## src/rtl/rc_drive_mixer_if.sv

```systemverilog
// -----------------------------------------------------------------------------
// rc_drive_mixer_if
// Purpose : Groups the RC-capture-to-mixer inputs and the mixer-to-PWM outputs
//           into one bundle.
// Signals : ch_throttle   [WIDTH]  throttle pulse length, unsigned
//           ch_steer      [WIDTH]  steering pulse length, unsigned
//           direct_active          RC link alive
//           motor_left    [OUT_W]  signed left motor command
//           motor_right   [OUT_W]  signed right motor command
//           out_stb                one-cycle strobe on a motor output update
//           state         [2]      0=IDLE, 1=ARMING, 2=RUN
// Modports: master - RC capture side (drives channels, observes motors)
//           slave  - the mixer itself
// -----------------------------------------------------------------------------
interface rc_drive_mixer_if #(
    parameter int WIDTH = 17,
    parameter int OUT_W = 10
) ();
    logic        [WIDTH-1:0] ch_throttle;
    logic        [WIDTH-1:0] ch_steer;
    logic                    direct_active;
    logic signed [OUT_W-1:0] motor_left;
    logic signed [OUT_W-1:0] motor_right;
    logic                    out_stb;
    logic        [1:0]       state;

    modport master (
        output ch_throttle, ch_steer, direct_active,
        input  motor_left, motor_right, out_stb, state
    );

    modport slave (
        input  ch_throttle, ch_steer, direct_active,
        output motor_left, motor_right, out_stb, state
    );
endinterface

```

## src/rtl/rc_drive_mixer.sv

```systemverilog
// -----------------------------------------------------------------------------
// rc_drive_mixer
// Purpose : Turns throttle/steering pulse widths into signed left/right motor
//           commands: deadband, clamp, tank mixing, arming, failsafe stop and
//           an optional slew limiter.
// Ports   : clk     - system clock
//           rst_n   - asynchronous active-low reset
//           io_mix  - rc_drive_mixer_if.slave (channels, link flag, motor
//                     outputs, update strobe, FSM state)
// Macro   : RC_RAMP_EN - when defined, outputs in RUN slew toward their target
//           by at most RAMP_STEP per ramp tick. When undefined, outputs follow
//           the mixed target every cycle and RAMP_STEP does not exist.
// Notes   : RAMP_DIV must be >= 2. Latency from channel input to output in the
//           direct (non-ramped) build is 3 cycles: channel register, shaped
//           value register, output register (the mix itself is combinational).
// -----------------------------------------------------------------------------
module rc_drive_mixer #(
    parameter int WIDTH     = 17,
    parameter int CENTER    = 1500,
    parameter int DEADBAND  = 20,
    parameter int OUT_W     = 10,
    parameter int RAMP_DIV  = 50000,
`ifdef RC_RAMP_EN
    parameter int RAMP_STEP = 4,
`endif
    parameter int ARM_TICKS = 100
) (
    input logic             clk,
    input logic             rst_n,
    rc_drive_mixer_if.slave io_mix
);
    localparam int LIMIT  = 2**(OUT_W-1) - 1;
    localparam int TICK_W = $clog2(RAMP_DIV);
    localparam int ARM_W  = $clog2(ARM_TICKS + 1);

    localparam logic signed [WIDTH:0] C_CENTER = (WIDTH+1)'(CENTER);
    localparam logic signed [WIDTH:0] C_DB     = (WIDTH+1)'(DEADBAND);
    localparam logic signed [WIDTH:0] C_LIM_IN = (WIDTH+1)'(LIMIT);
    localparam logic signed [OUT_W:0] C_LIM    = (OUT_W+1)'(LIMIT);
`ifdef RC_RAMP_EN
    localparam logic signed [OUT_W:0] C_STEP   = (OUT_W+1)'(RAMP_STEP);
`endif

    typedef enum logic [1:0] {
        ST_IDLE   = 2'd0,
        ST_ARMING = 2'd1,
        ST_RUN    = 2'd2
    } state_e;

    // Centre, deadband and clamp one channel into a signed stick value.
    function automatic logic signed [OUT_W-1:0] shape(input logic [WIDTH-1:0] ch);
        logic signed [WIDTH:0] d;
        logic signed [WIDTH:0] v;
        d = $signed({1'b0, ch}) - C_CENTER;
        if (d > C_DB)
            v = d - C_DB;
        else if (d < -C_DB)
            v = d + C_DB;
        else
            v = '0;
        if (v > C_LIM_IN)
            v = C_LIM_IN;
        else if (v < -C_LIM_IN)
            v = -C_LIM_IN;
        return v[OUT_W-1:0];
    endfunction

    // Symmetric saturation: -LIMIT-1 is never produced.
    function automatic logic signed [OUT_W-1:0] sat(input logic signed [OUT_W:0] s);
        logic signed [OUT_W:0] r;
        if (s > C_LIM)
            r = C_LIM;
        else if (s < -C_LIM)
            r = -C_LIM;
        else
            r = s;
        return r[OUT_W-1:0];
    endfunction

`ifdef RC_RAMP_EN
    // Move cur toward tgt by at most RAMP_STEP; both operands are within
    // +/-LIMIT so the extended result always fits back into OUT_W bits.
    function automatic logic signed [OUT_W-1:0] ramp(input logic signed [OUT_W-1:0] cur,
                                                      input logic signed [OUT_W-1:0] tgt);
        logic signed [OUT_W:0] c_x;
        logic signed [OUT_W:0] t_x;
        logic signed [OUT_W:0] nxt;
        c_x = $signed({cur[OUT_W-1], cur});
        t_x = $signed({tgt[OUT_W-1], tgt});
        if (t_x - c_x > C_STEP)
            nxt = c_x + C_STEP;
        else if (t_x - c_x < -C_STEP)
            nxt = c_x - C_STEP;
        else
            nxt = t_x;
        return nxt[OUT_W-1:0];
    endfunction
`endif

    logic        [TICK_W-1:0] r_tick_cnt;
    logic        [ARM_W-1:0]  r_arm_cnt;
    logic        [WIDTH-1:0]  r_thr;
    logic        [WIDTH-1:0]  r_str;
    logic signed [OUT_W-1:0]  r_vt;
    logic signed [OUT_W-1:0]  r_vs;
    logic                     r_neutral;
    state_e                   r_state;
    logic signed [OUT_W-1:0]  r_left;
    logic signed [OUT_W-1:0]  r_right;
    logic                     r_stb;

    logic                     w_tick;
    logic signed [OUT_W:0]    w_sum;
    logic signed [OUT_W:0]    w_dif;
    logic signed [OUT_W-1:0]  w_tl;
    logic signed [OUT_W-1:0]  w_tr;
    state_e                   w_state_nxt;
    logic signed [OUT_W-1:0]  w_left_nxt;
    logic signed [OUT_W-1:0]  w_right_nxt;
    logic                     w_stb_nxt;

    assign w_tick = (r_tick_cnt == TICK_W'(RAMP_DIV - 1));

    // NOTE: sequential state is written with non-blocking assignments so every
    // flop samples the pre-edge value of the others regardless of block order.
    always_ff @(posedge clk or negedge rst_n) begin
        if (!rst_n)
            r_tick_cnt <= '0;
        else if (w_tick)
            r_tick_cnt <= '0;
        else
            r_tick_cnt <= r_tick_cnt + 1'b1;
    end

    // NOTE: pipeline registers are reset too (channels to stick neutral) so the
    // neutral flag is meaningful from the first cycle after reset release.
    always_ff @(posedge clk or negedge rst_n) begin
        if (!rst_n) begin
            r_thr     <= WIDTH'(CENTER);
            r_str     <= WIDTH'(CENTER);
            r_vt      <= '0;
            r_vs      <= '0;
            r_neutral <= 1'b1;
        end else begin
            r_thr     <= io_mix.ch_throttle;
            r_str     <= io_mix.ch_steer;
            r_vt      <= shape(r_thr);
            r_vs      <= shape(r_str);
            r_neutral <= (shape(r_thr) == '0) && (shape(r_str) == '0);
        end
    end

    // Tank mix is combinational so the direct build keeps a 3-cycle latency.
    assign w_sum = $signed({r_vt[OUT_W-1], r_vt}) + $signed({r_vs[OUT_W-1], r_vs});
    assign w_dif = $signed({r_vt[OUT_W-1], r_vt}) - $signed({r_vs[OUT_W-1], r_vs});
    assign w_tl  = sat(w_sum);
    assign w_tr  = sat(w_dif);

    // Arm counter only runs in ARMING; a non-neutral tick restarts the count.
    always_ff @(posedge clk or negedge rst_n) begin
        if (!rst_n)
            r_arm_cnt <= '0;
        else if (r_state != ST_ARMING)
            r_arm_cnt <= '0;
        else if (w_tick)
            r_arm_cnt <= r_neutral ? r_arm_cnt + 1'b1 : '0;
    end

    // FSM: state register
    always_ff @(posedge clk or negedge rst_n) begin
        if (!rst_n)
            r_state <= ST_IDLE;
        else
            r_state <= w_state_nxt;
    end

    // FSM: next state. Losing the link overrides everything, including a tick.
    // NOTE: every always_comb output gets a default first so no latch is inferred.
    always_comb begin
        w_state_nxt = r_state;
        case (r_state)
            ST_IDLE:   if (io_mix.direct_active) w_state_nxt = ST_ARMING;
            ST_ARMING: if (w_tick && r_neutral && (r_arm_cnt == ARM_W'(ARM_TICKS - 1)))
                           w_state_nxt = ST_RUN;
            ST_RUN:    w_state_nxt = ST_RUN;
            default:   w_state_nxt = ST_IDLE;
        endcase
        if (!io_mix.direct_active)
            w_state_nxt = ST_IDLE;
    end

    // FSM: outputs. Anything other than a live RUN forces zero immediately.
    always_comb begin
        w_left_nxt  = '0;
        w_right_nxt = '0;
        w_stb_nxt   = 1'b0;
        if (io_mix.direct_active && (r_state == ST_RUN)) begin
`ifdef RC_RAMP_EN
            w_left_nxt  = r_left;
            w_right_nxt = r_right;
            if (w_tick) begin
                w_left_nxt  = ramp(r_left, w_tl);
                w_right_nxt = ramp(r_right, w_tr);
                w_stb_nxt   = 1'b1;
            end
`else
            w_left_nxt  = w_tl;
            w_right_nxt = w_tr;
`endif
        end
        if ((w_left_nxt != r_left) || (w_right_nxt != r_right))
            w_stb_nxt = 1'b1;
    end

    always_ff @(posedge clk or negedge rst_n) begin
        if (!rst_n) begin
            r_left  <= '0;
            r_right <= '0;
            r_stb   <= 1'b0;
        end else begin
            r_left  <= w_left_nxt;
            r_right <= w_right_nxt;
            r_stb   <= w_stb_nxt;
        end
    end

    assign io_mix.motor_left  = r_left;
    assign io_mix.motor_right = r_right;
    assign io_mix.out_stb     = r_stb;
    assign io_mix.state       = r_state;

endmodule

```

## src/flat_wrapper.sv

```systemverilog
// flat-port wrapper written by rule: the top's interface ports become plain ports
module rc_drive_mixer_flat 
#(
    parameter int WIDTH     = 17,
    parameter int CENTER    = 1500,
    parameter int DEADBAND  = 20,
    parameter int OUT_W     = 10,
    parameter int RAMP_DIV  = 50000,

    parameter int ARM_TICKS = 100
)
  (clk, rst_n, io_mix_ch_throttle, io_mix_ch_steer, io_mix_direct_active, io_mix_motor_left, io_mix_motor_right, io_mix_out_stb, io_mix_state);
  rc_drive_mixer_if #(.WIDTH(WIDTH), .OUT_W(OUT_W)) io_mix_i ();
  input logic clk;
  input logic rst_n;
  input wire logic [$bits(io_mix_i.ch_throttle)-1:0] io_mix_ch_throttle;
  input wire logic [$bits(io_mix_i.ch_steer)-1:0] io_mix_ch_steer;
  input wire logic [$bits(io_mix_i.direct_active)-1:0] io_mix_direct_active;
  output wire logic [$bits(io_mix_i.motor_left)-1:0] io_mix_motor_left;
  output wire logic [$bits(io_mix_i.motor_right)-1:0] io_mix_motor_right;
  output wire logic [$bits(io_mix_i.out_stb)-1:0] io_mix_out_stb;
  output wire logic [$bits(io_mix_i.state)-1:0] io_mix_state;
  assign io_mix_i.ch_throttle = io_mix_ch_throttle;
  assign io_mix_i.ch_steer = io_mix_ch_steer;
  assign io_mix_i.direct_active = io_mix_direct_active;
  assign io_mix_motor_left = io_mix_i.motor_left;
  assign io_mix_motor_right = io_mix_i.motor_right;
  assign io_mix_out_stb = io_mix_i.out_stb;
  assign io_mix_state = io_mix_i.state;
  rc_drive_mixer #(.WIDTH(WIDTH), .CENTER(CENTER), .DEADBAND(DEADBAND), .OUT_W(OUT_W), .RAMP_DIV(RAMP_DIV), .ARM_TICKS(ARM_TICKS)) u_core (.clk(clk), .rst_n(rst_n), .io_mix(io_mix_i));
endmodule
```

## config.mk

```make
export PLATFORM = sky130hd
export DESIGN_NAME = rc_drive_mixer_flat
export DESIGN_NICKNAME = d
export VERILOG_FILES = /design/src/rtl/rc_drive_mixer_if.sv /design/src/rtl/rc_drive_mixer.sv /design/src/flat_wrapper.sv
export SDC_FILE = /design/constraint.sdc
export NUM_CORES = 1
export LEC_CHECK = 0
export CORE_ASPECT_RATIO = 0.5
export CORE_UTILIZATION = 60
export DETAILED_ROUTE_END_ITERATION = 12
export PLACE_DENSITY = 0.88
export SYNTH_ARGS = -nofsm -noshare
export SYNTH_HDL_FRONTEND = slang
export SYNTH_SLANG_ARGS = --single-unit
export TNS_END_PERCENT = 50
```

## constraint.sdc

```tcl
create_clock -name clk -period 5.85 [get_ports clk]
set_input_delay 0.585 -clock clk [delete_from_list [all_inputs] [get_ports clk]]
set_output_delay 0.585 -clock clk [all_outputs]
set_load 0.005 [all_outputs]
```

==> impl_results.md, run 1 <==
* Worst Hold Class: input pin to async pin
* IO Count at 60
* Ys Warns at 0
* Die H at 84.7 um
* Slew Viols, Final at 0
* Power Dens Cells at 213 mW/mm^2
* DRC viols at 0
* Layout cells sized above 1 at 7.43%
* Congestion Overflow GR at 0
* Setup Viol. Count Final at 0
* Pre-CTS setup slack at 1.25 ns
* Initial core utilization at 63.2%
* Share of the synthesized area in the top cell type at 26.2%
* Seq pwr share at 41.0%
* Final WS setup at 1.18 ns
* Crit Path Class: flip-flop to flip-flop
* Switching part of the total at 32.5%
* Cell total after placement at 1177
* Initial antenna violation count at 0
* Most frequent cell after synthesis: nor2_1
* Outcome: finished clean
* Critical Path AT at 4.92 ns
* RSZ-0062 raised after global routing: false
* CTS tree: built
* Max cap viols at 0
* Largest net degree at the start of global routing at 73
* First drt pass iteration count at 5
* Gr usage total at 29.9%
* Worst Path Required at 6.11 ns
* Mapped Area at 0.00822 mm^2
* Post-Route Hold Slack at 0.134 ns
* DPL Wire Length at 15200 um
* CTS sink cnt at 101
* Final cell count without fillers at 1193
* Skew-Pair Late Insertion Delay at 0.35 ns
* First-pass GRT wire length at 34600 um
* Post-synth EDFFs at 0
* Hold buffers post-CTS at 0
* Period utilisation layout at 79.8%
* Gpl congestion at 0.916
* Clock root buffer: clkbuf_16
* Post-Syn Nets at 1069
* Die Area at 0.0142 mm^2
* Pleak at 3.70 nW
* Clk pwr share at 32.3%
* H-tree depth at 3
* Worst-path clk slew at 0.08 ns
* Synth area leaders: dfrtp_1 26%, xnor2_1 5.8%, ha_1 5.5%
* Critical path endpoint category: flip-flop
* PostCTS Resize Cnt at 0
* Worst-Margin Slew at 0.930 ns
* Power Total at 1.94 mW
* Power share of the combinational group at 26.7%
* Final min period at 4.67 ns
* Vias/cell at 6.45
* Initial DRC Count at 890
* Synthesized instance count at 994
* CP Launch Type: flip-flop
* ANT cells at 0
* P_sw at 0.631 mW
* Internal power at 1.31 mW
* Clock skew at 0.0138 ns
* Vias in the first global route at 7095
* Final instance area at 0.00910 mm^2
* Fin nets at 1093
* Asr flop ratio synth at 100%
* Die extent in x at 167 um
* DR vias at 7691
* Slew HR at 38.0%
* Port bufs at 59
* Post-synth cell types at 99
* Area leader, netlist: dfrtp_1
* Main synth FF type: dfrtp_1
* Finished Core Util at 70.0%
* Area delta synth->final at 10.8%
* Final ANT Viol Nets at 0
* Crit-path max FO at 16
* CTS buffer count at 9
* Worst vdd ir at 0.000157 V
* Row count at 29
* Max Root-Sink Buffers at 2
* Synthesized area per cell at 8.26 um^2
* Fmax achieved at 214 MHz
* Mean routed wirelength per cell at 17.1 um
* Cell area after placement at 0.00879 mm^2
* Yosys reg bits at 101
* Hold Violations, Final at 0
* Post-CTS Setup Bufs at 0
* Synth cell count leaders: 97 x nor2_1, 86 x dfrtp_1, 80 x nand2_1
* Core area at 0.0130 mm^2
* Seq/Total Area, Yosys at 31.0%
* Total negative slack at 0 ns
* Final wirelength at 20400 um
power groups by stage:
stage               registers (mW)  logic [mW]  clock network (mW)
finish                       0.796       0.519               0.627
global route                 0.804       0.570               0.668
floorplan                    0.783       0.359                   0
detailed placement           0.808       0.506                   0
global placement             0.805       0.497                   0
CTS                          0.795       0.510               0.640
cell families (layout without fill, tap and decap cells):
logic type	after synthesis	in the layout	share of synthesized area, %
flip-flops	101	101	31.0
adder cells (fa/ha/maj)	40	40	6.21
AO/OA/AOI/OAI	289	289	24.0
multiplexers	6	6	0.746
XOR/XNOR	76	76	8.29
AND/OR/NAND/NOR	390	390	24.8
buffers and inverters	92	121	4.92
path summary, 6_finish.rpt:
check | cells after the start | slack [ns] | from | endpoint
min in group clk | 1 | 0.48 | u_core.r_tick_cnt[0] | u_core.r_tick_cnt[0]
max in group asynchronous | 2 | 4.48 | rst_n | u_core.io_mix.motor_left[5]
worst min register to register | 1 | 0.48 | u_core.r_tick_cnt[0] | u_core.r_tick_cnt[0]
worst max register to register | 15 | 1.18 | u_core.r_thr[2] | u_core.r_neutral
worst max-delay path | 15 | 1.18 | u_core.r_thr[2] | u_core.r_neutral
worst min-delay path | 1 | 0.13 | rst_n | u_core.r_thr[12]
layer usage:
layer	share of wire, %	vias up	GRT usage [%]
li1	-	3667	-
met1	46	3605	43.5
met2	44	399	47.0
met3	8.8	20	4.90
met4	0.99	0	5.92
met5	0	-	0
cells in the final DEF (no fill, tap or decap), drive strengths merged, types with 9 or more instances in the layout:
cell type,Yosys,routed
a21o,13,13
xor2,20,20
nand2b,14,14
a31oi,13,13
and3,17,17
clkbuf,31,10
nand2,80,80
a22oi,12,12
nor4,19,19
dfrtp,86,86
and2,11,11
nor2,99,99
or3,18,18
a21oi,76,76
nand3,29,29
nand4,9,9
nor3,35,35
o21ai,68,68
ha,36,36
inv,43,46
xnor2,56,56
o31ai,10,10
nor2b,12,12
or2,10,10
dfstp,15,15
clkdlybuf4s50,0,58
layout make-up:
| cell class | count | area [um^2] |
|---|---|---|
| Multi-Input combinational cell | 801 | 5270 |
| Clock inverter | 6 | 77.6 |
| Timing Repair Buffer | 61 | 603 |
| Clock buffer | 10 | 229 |
| Sequential cell | 101 | 2550 |
| Fill cell | 1034 | 3890 |
| Tap cell | 170 | 213 |
| Inverter | 44 | 165 |
flip-flops by register name, indices dropped and copies added (netlist names):
signal / flops
u_core.r_vt: 10
u_core.io_mix.state: 2
u_core.io_mix.motor_left: 10
u_core.r_neutral: 1
u_core.r_vs: 10
u_core.io_mix.out_stb: 1
u_core.io_mix.motor_right: 10
u_core.r_thr: 17
u_core.r_str: 17
u_core.r_tick_cnt: 16
u_core.r_arm_cnt: 7
critical path, stage by stage, from the launching register on:
cell     delay [ns]
dfstp_2        0.72
ha_1           0.46
xnor2_1        0.33
a21oi_1        0.17
o31ai_1        0.51
nor2_1         0.24
nand3_1        0.14
xnor2_1        0.12
nand2_1        0.08
ha_1           0.48
and4b_1        0.25
o32ai_2        0.36
o21a_1         0.18
a21oi_1        0.04
a211o_1        0.26
nor4_2         0.23
Power figures use the tool's default switching activity.
==> run 2: changes to the inputs <==
Settings changed: CORE_UTILIZATION 60 to 55, PLACE_DENSITY 0.88 to 0.85.
Clock period 5.85 ns to 4.2 ns, I/O delays scaled along.
==> impl_results.md, run 2 (synthesis results as in run 1) <==
* Outcome: finished clean
* Die Area at 0.0155 mm^2 (+8.9%)
* Die H at 88.4 um (+4.3%)
* Critical Path AT at 4.34 ns (-0.58 ns)
* Slew Viols, Final at 0 (unchanged)
* Top flop regs: u_core.r_str x17, u_core.r_thr x17, u_core.r_tick_cnt x16
* Period utilisation layout at 97.2% (+17 points)
* Die extent in x at 175 um (+4.4%)
* Worst Path Required at 4.46 ns (-1.65 ns)
* Congestion Overflow GR at 0 (unchanged)
* DPL Wire Length at 15500 um (+2.0%)
* Hold buffers post-CTS at 0 (unchanged)
* Mean routed wirelength per cell at 16.5 um (-3.0%)
* Cell area after placement at 0.00903 mm^2 (+2.7%)
* Vias in the first global route at 6912 (-2.6%)
* Highest-count cells in the layout ignoring fill and taps: 97 x nor2_1, 86 x dfrtp_1, 80 x nand2_1, 72 x a21oi_1, 65 x o21ai_0
* CTS buffer count at 9 (unchanged)
* Final ANT Viol Nets at 0 (unchanged)
* Final instance area at 0.00945 mm^2 (+3.8%)
* DR vias at 7815 (+1.6%)
* Gr usage total at 27.2% (-2.7 points)
* Row count at 31 (+6.9%)
* Max Root-Sink Buffers at 2 (unchanged)
* FF-to-FF path depth at 13 (-2)
* Skew-Pair Late Insertion Delay at 0.35 ns (about the same)
* DRC viols at 0 (unchanged)
* Crit Path Class: flip-flop to flip-flop
* Crit path cell chain: ha_2 > a21oi_2 > nor4_1 > o311ai_2 > or3_1 > o41a_1 > buf_4 > nor2_2 > a22oi_4 > nand2_1 > o211ai_4 > nand3b_4 > nor4_2
* Crit Reg-Reg Endpoint: u_core.r_neutral
* Initial antenna violation count at 0 (unchanged)
* IO Count at 60 (unchanged)
* R2R Setup Slk at 0.12 ns (-1.07 ns)
* Final wirelength at 20700 um (+1.6%)
* Slew HR at 43.1% (+5.1 points)
* H-tree depth at 3 (unchanged)
* Clock skew at 0.00883 ns (-0.00494 ns)
* Gpl congestion at 0.934 (+2.0%)
* Hold Violations, Final at 0 (unchanged)
* Vias/cell at 6.25 (-3.0%)
* CP peak stage delay at 0.61 ns (-0.11 ns)
* Worst Hold Class: input pin to async pin
* CTS sink cnt at 101 (unchanged)
* Worst r2r src: u_core.r_str[4]
* Initial DRC Count at 908 (+2.0%)
* Critical path endpoint category: flip-flop
* Layout cells sized above 1 at 11.0% (+3.6 points)
* Core area at 0.0145 mm^2 (+12%)
* Final min period at 4.08 ns (-0.585 ns)
* Power Dens Cells at 293 mW/mm^2 (+37%)
* First-pass GRT wire length at 34000 um (-1.8%)
* Max cap viols at 0 (unchanged)
* Final WS setup at 0.119 ns (-1.07 ns)
* Pleak at 3.86 nW (+4.3%)
* Final cell count without fillers at 1250 (+4.8%)
* Critical Path Slowest Stage Cell: dfstp_2
* Fmax achieved at 245 MHz (+14%)
* Commonest non-fill, non-tap cell in the layout: nor2_1
* Crit-path max FO at 9 (-7)
* Initial core utilization at 56.6% (-6.6 points)
* RSZ-0062 raised after global routing: true
* Pre-CTS setup slack at -0.0292 ns (-1.28 ns)
* Cell total after placement at 1232 (+4.7%)
* Worst vdd ir at 0.000279 V (+77%)
* Worst-path clk slew at 0.08 ns (about the same)
* CP Launch Type: flip-flop
* Fin nets at 1122 (+2.7%)
* Largest net degree at the start of global routing at 67 (-8.2%)
* First drt pass iteration count at 6 (+1)
* Setup Viol. Count Final at 0 (unchanged)
* CTS tree: built
* Power Total at 2.76 mW (+42%)
* Worst-Margin Slew at 0.848 ns (-0.0821 ns)
* Clock root buffer: clkbuf_16
* ANT cells at 0 (unchanged)
* Area delta synth->final at 15.0%
* Port bufs at 59 (unchanged)
## run 2: cell type report
class	instances	area, um^2
clock inverters	7	100
flip-flops and latches	101	2550
well taps	198	248
repair buffers	90	821
fillers	1224	5060
inverters	44	165
multi-input cells	801	5340
clock buffers	9	225
## run 2: stage by stage
step	hold WS, ns	setup TNS (ns)	utilization (%)
after floorplan	0.124	0	-
after global placement	0.450	0	62.2
after detailed placement	0.476	-0.0292	62.2
after CTS	0.194	0	64.6
after global routing	0.233	-0.141	65.1
final	0.147	0	65.1
## run 2: critical path, delay by kind of cell, from the launching register on
kind,cells,cell delay [ns]
DFF,1,0.61
adders and majority gates,1,0.27
and+or+nand+nor,6,1.62
buffers and inverters,1,0.23
AOI/OAI and AO/OA,5,1.23
## run 2: power by group
part / switching [mW] / leakage (nW) / internal (mW)
logic: 0.413 / 2.51 / 0.345
registers: 0.0706 / 1.20 / 1.03
clock network: 0.423 / 0.158 / 0.483
total: 0.906 / 3.86 / 1.86
## run 2: worst max-delay path by stage
stage	start	to	slack, ns	cells past startpoint
2_1_floorplan	u_core.r_thr[2]	u_core.r_neutral	0.03	18
3_3_place_gp	u_core.r_thr[3]	u_core.r_neutral	0.14	13
3_5_place_dp	u_core.r_thr[3]	u_core.r_neutral	-0.03	15
4_1_cts	u_core.r_str[4]	u_core.r_neutral	0.03	14
5_1_grt	u_core.r_thr[2]	u_core.r_neutral	-0.12	15
6_report	u_core.r_str[4]	u_core.r_neutral	0.12	13
## run 2: timing repair
action	in CTS	in global routing
setup endpoints to repair	1	18
gates resized for setup	2	11
pin swaps	0	2
setup buffers	0	2
## run 2: layer usage
metal  up-vias  routed length, um  GRT usage, %
li1       3727                  -             -
met1      3692               9790          39.8
met2       367               9070          42.8
met3        29               1530          3.95
met4         0                281          5.77
met5         -                  0             0
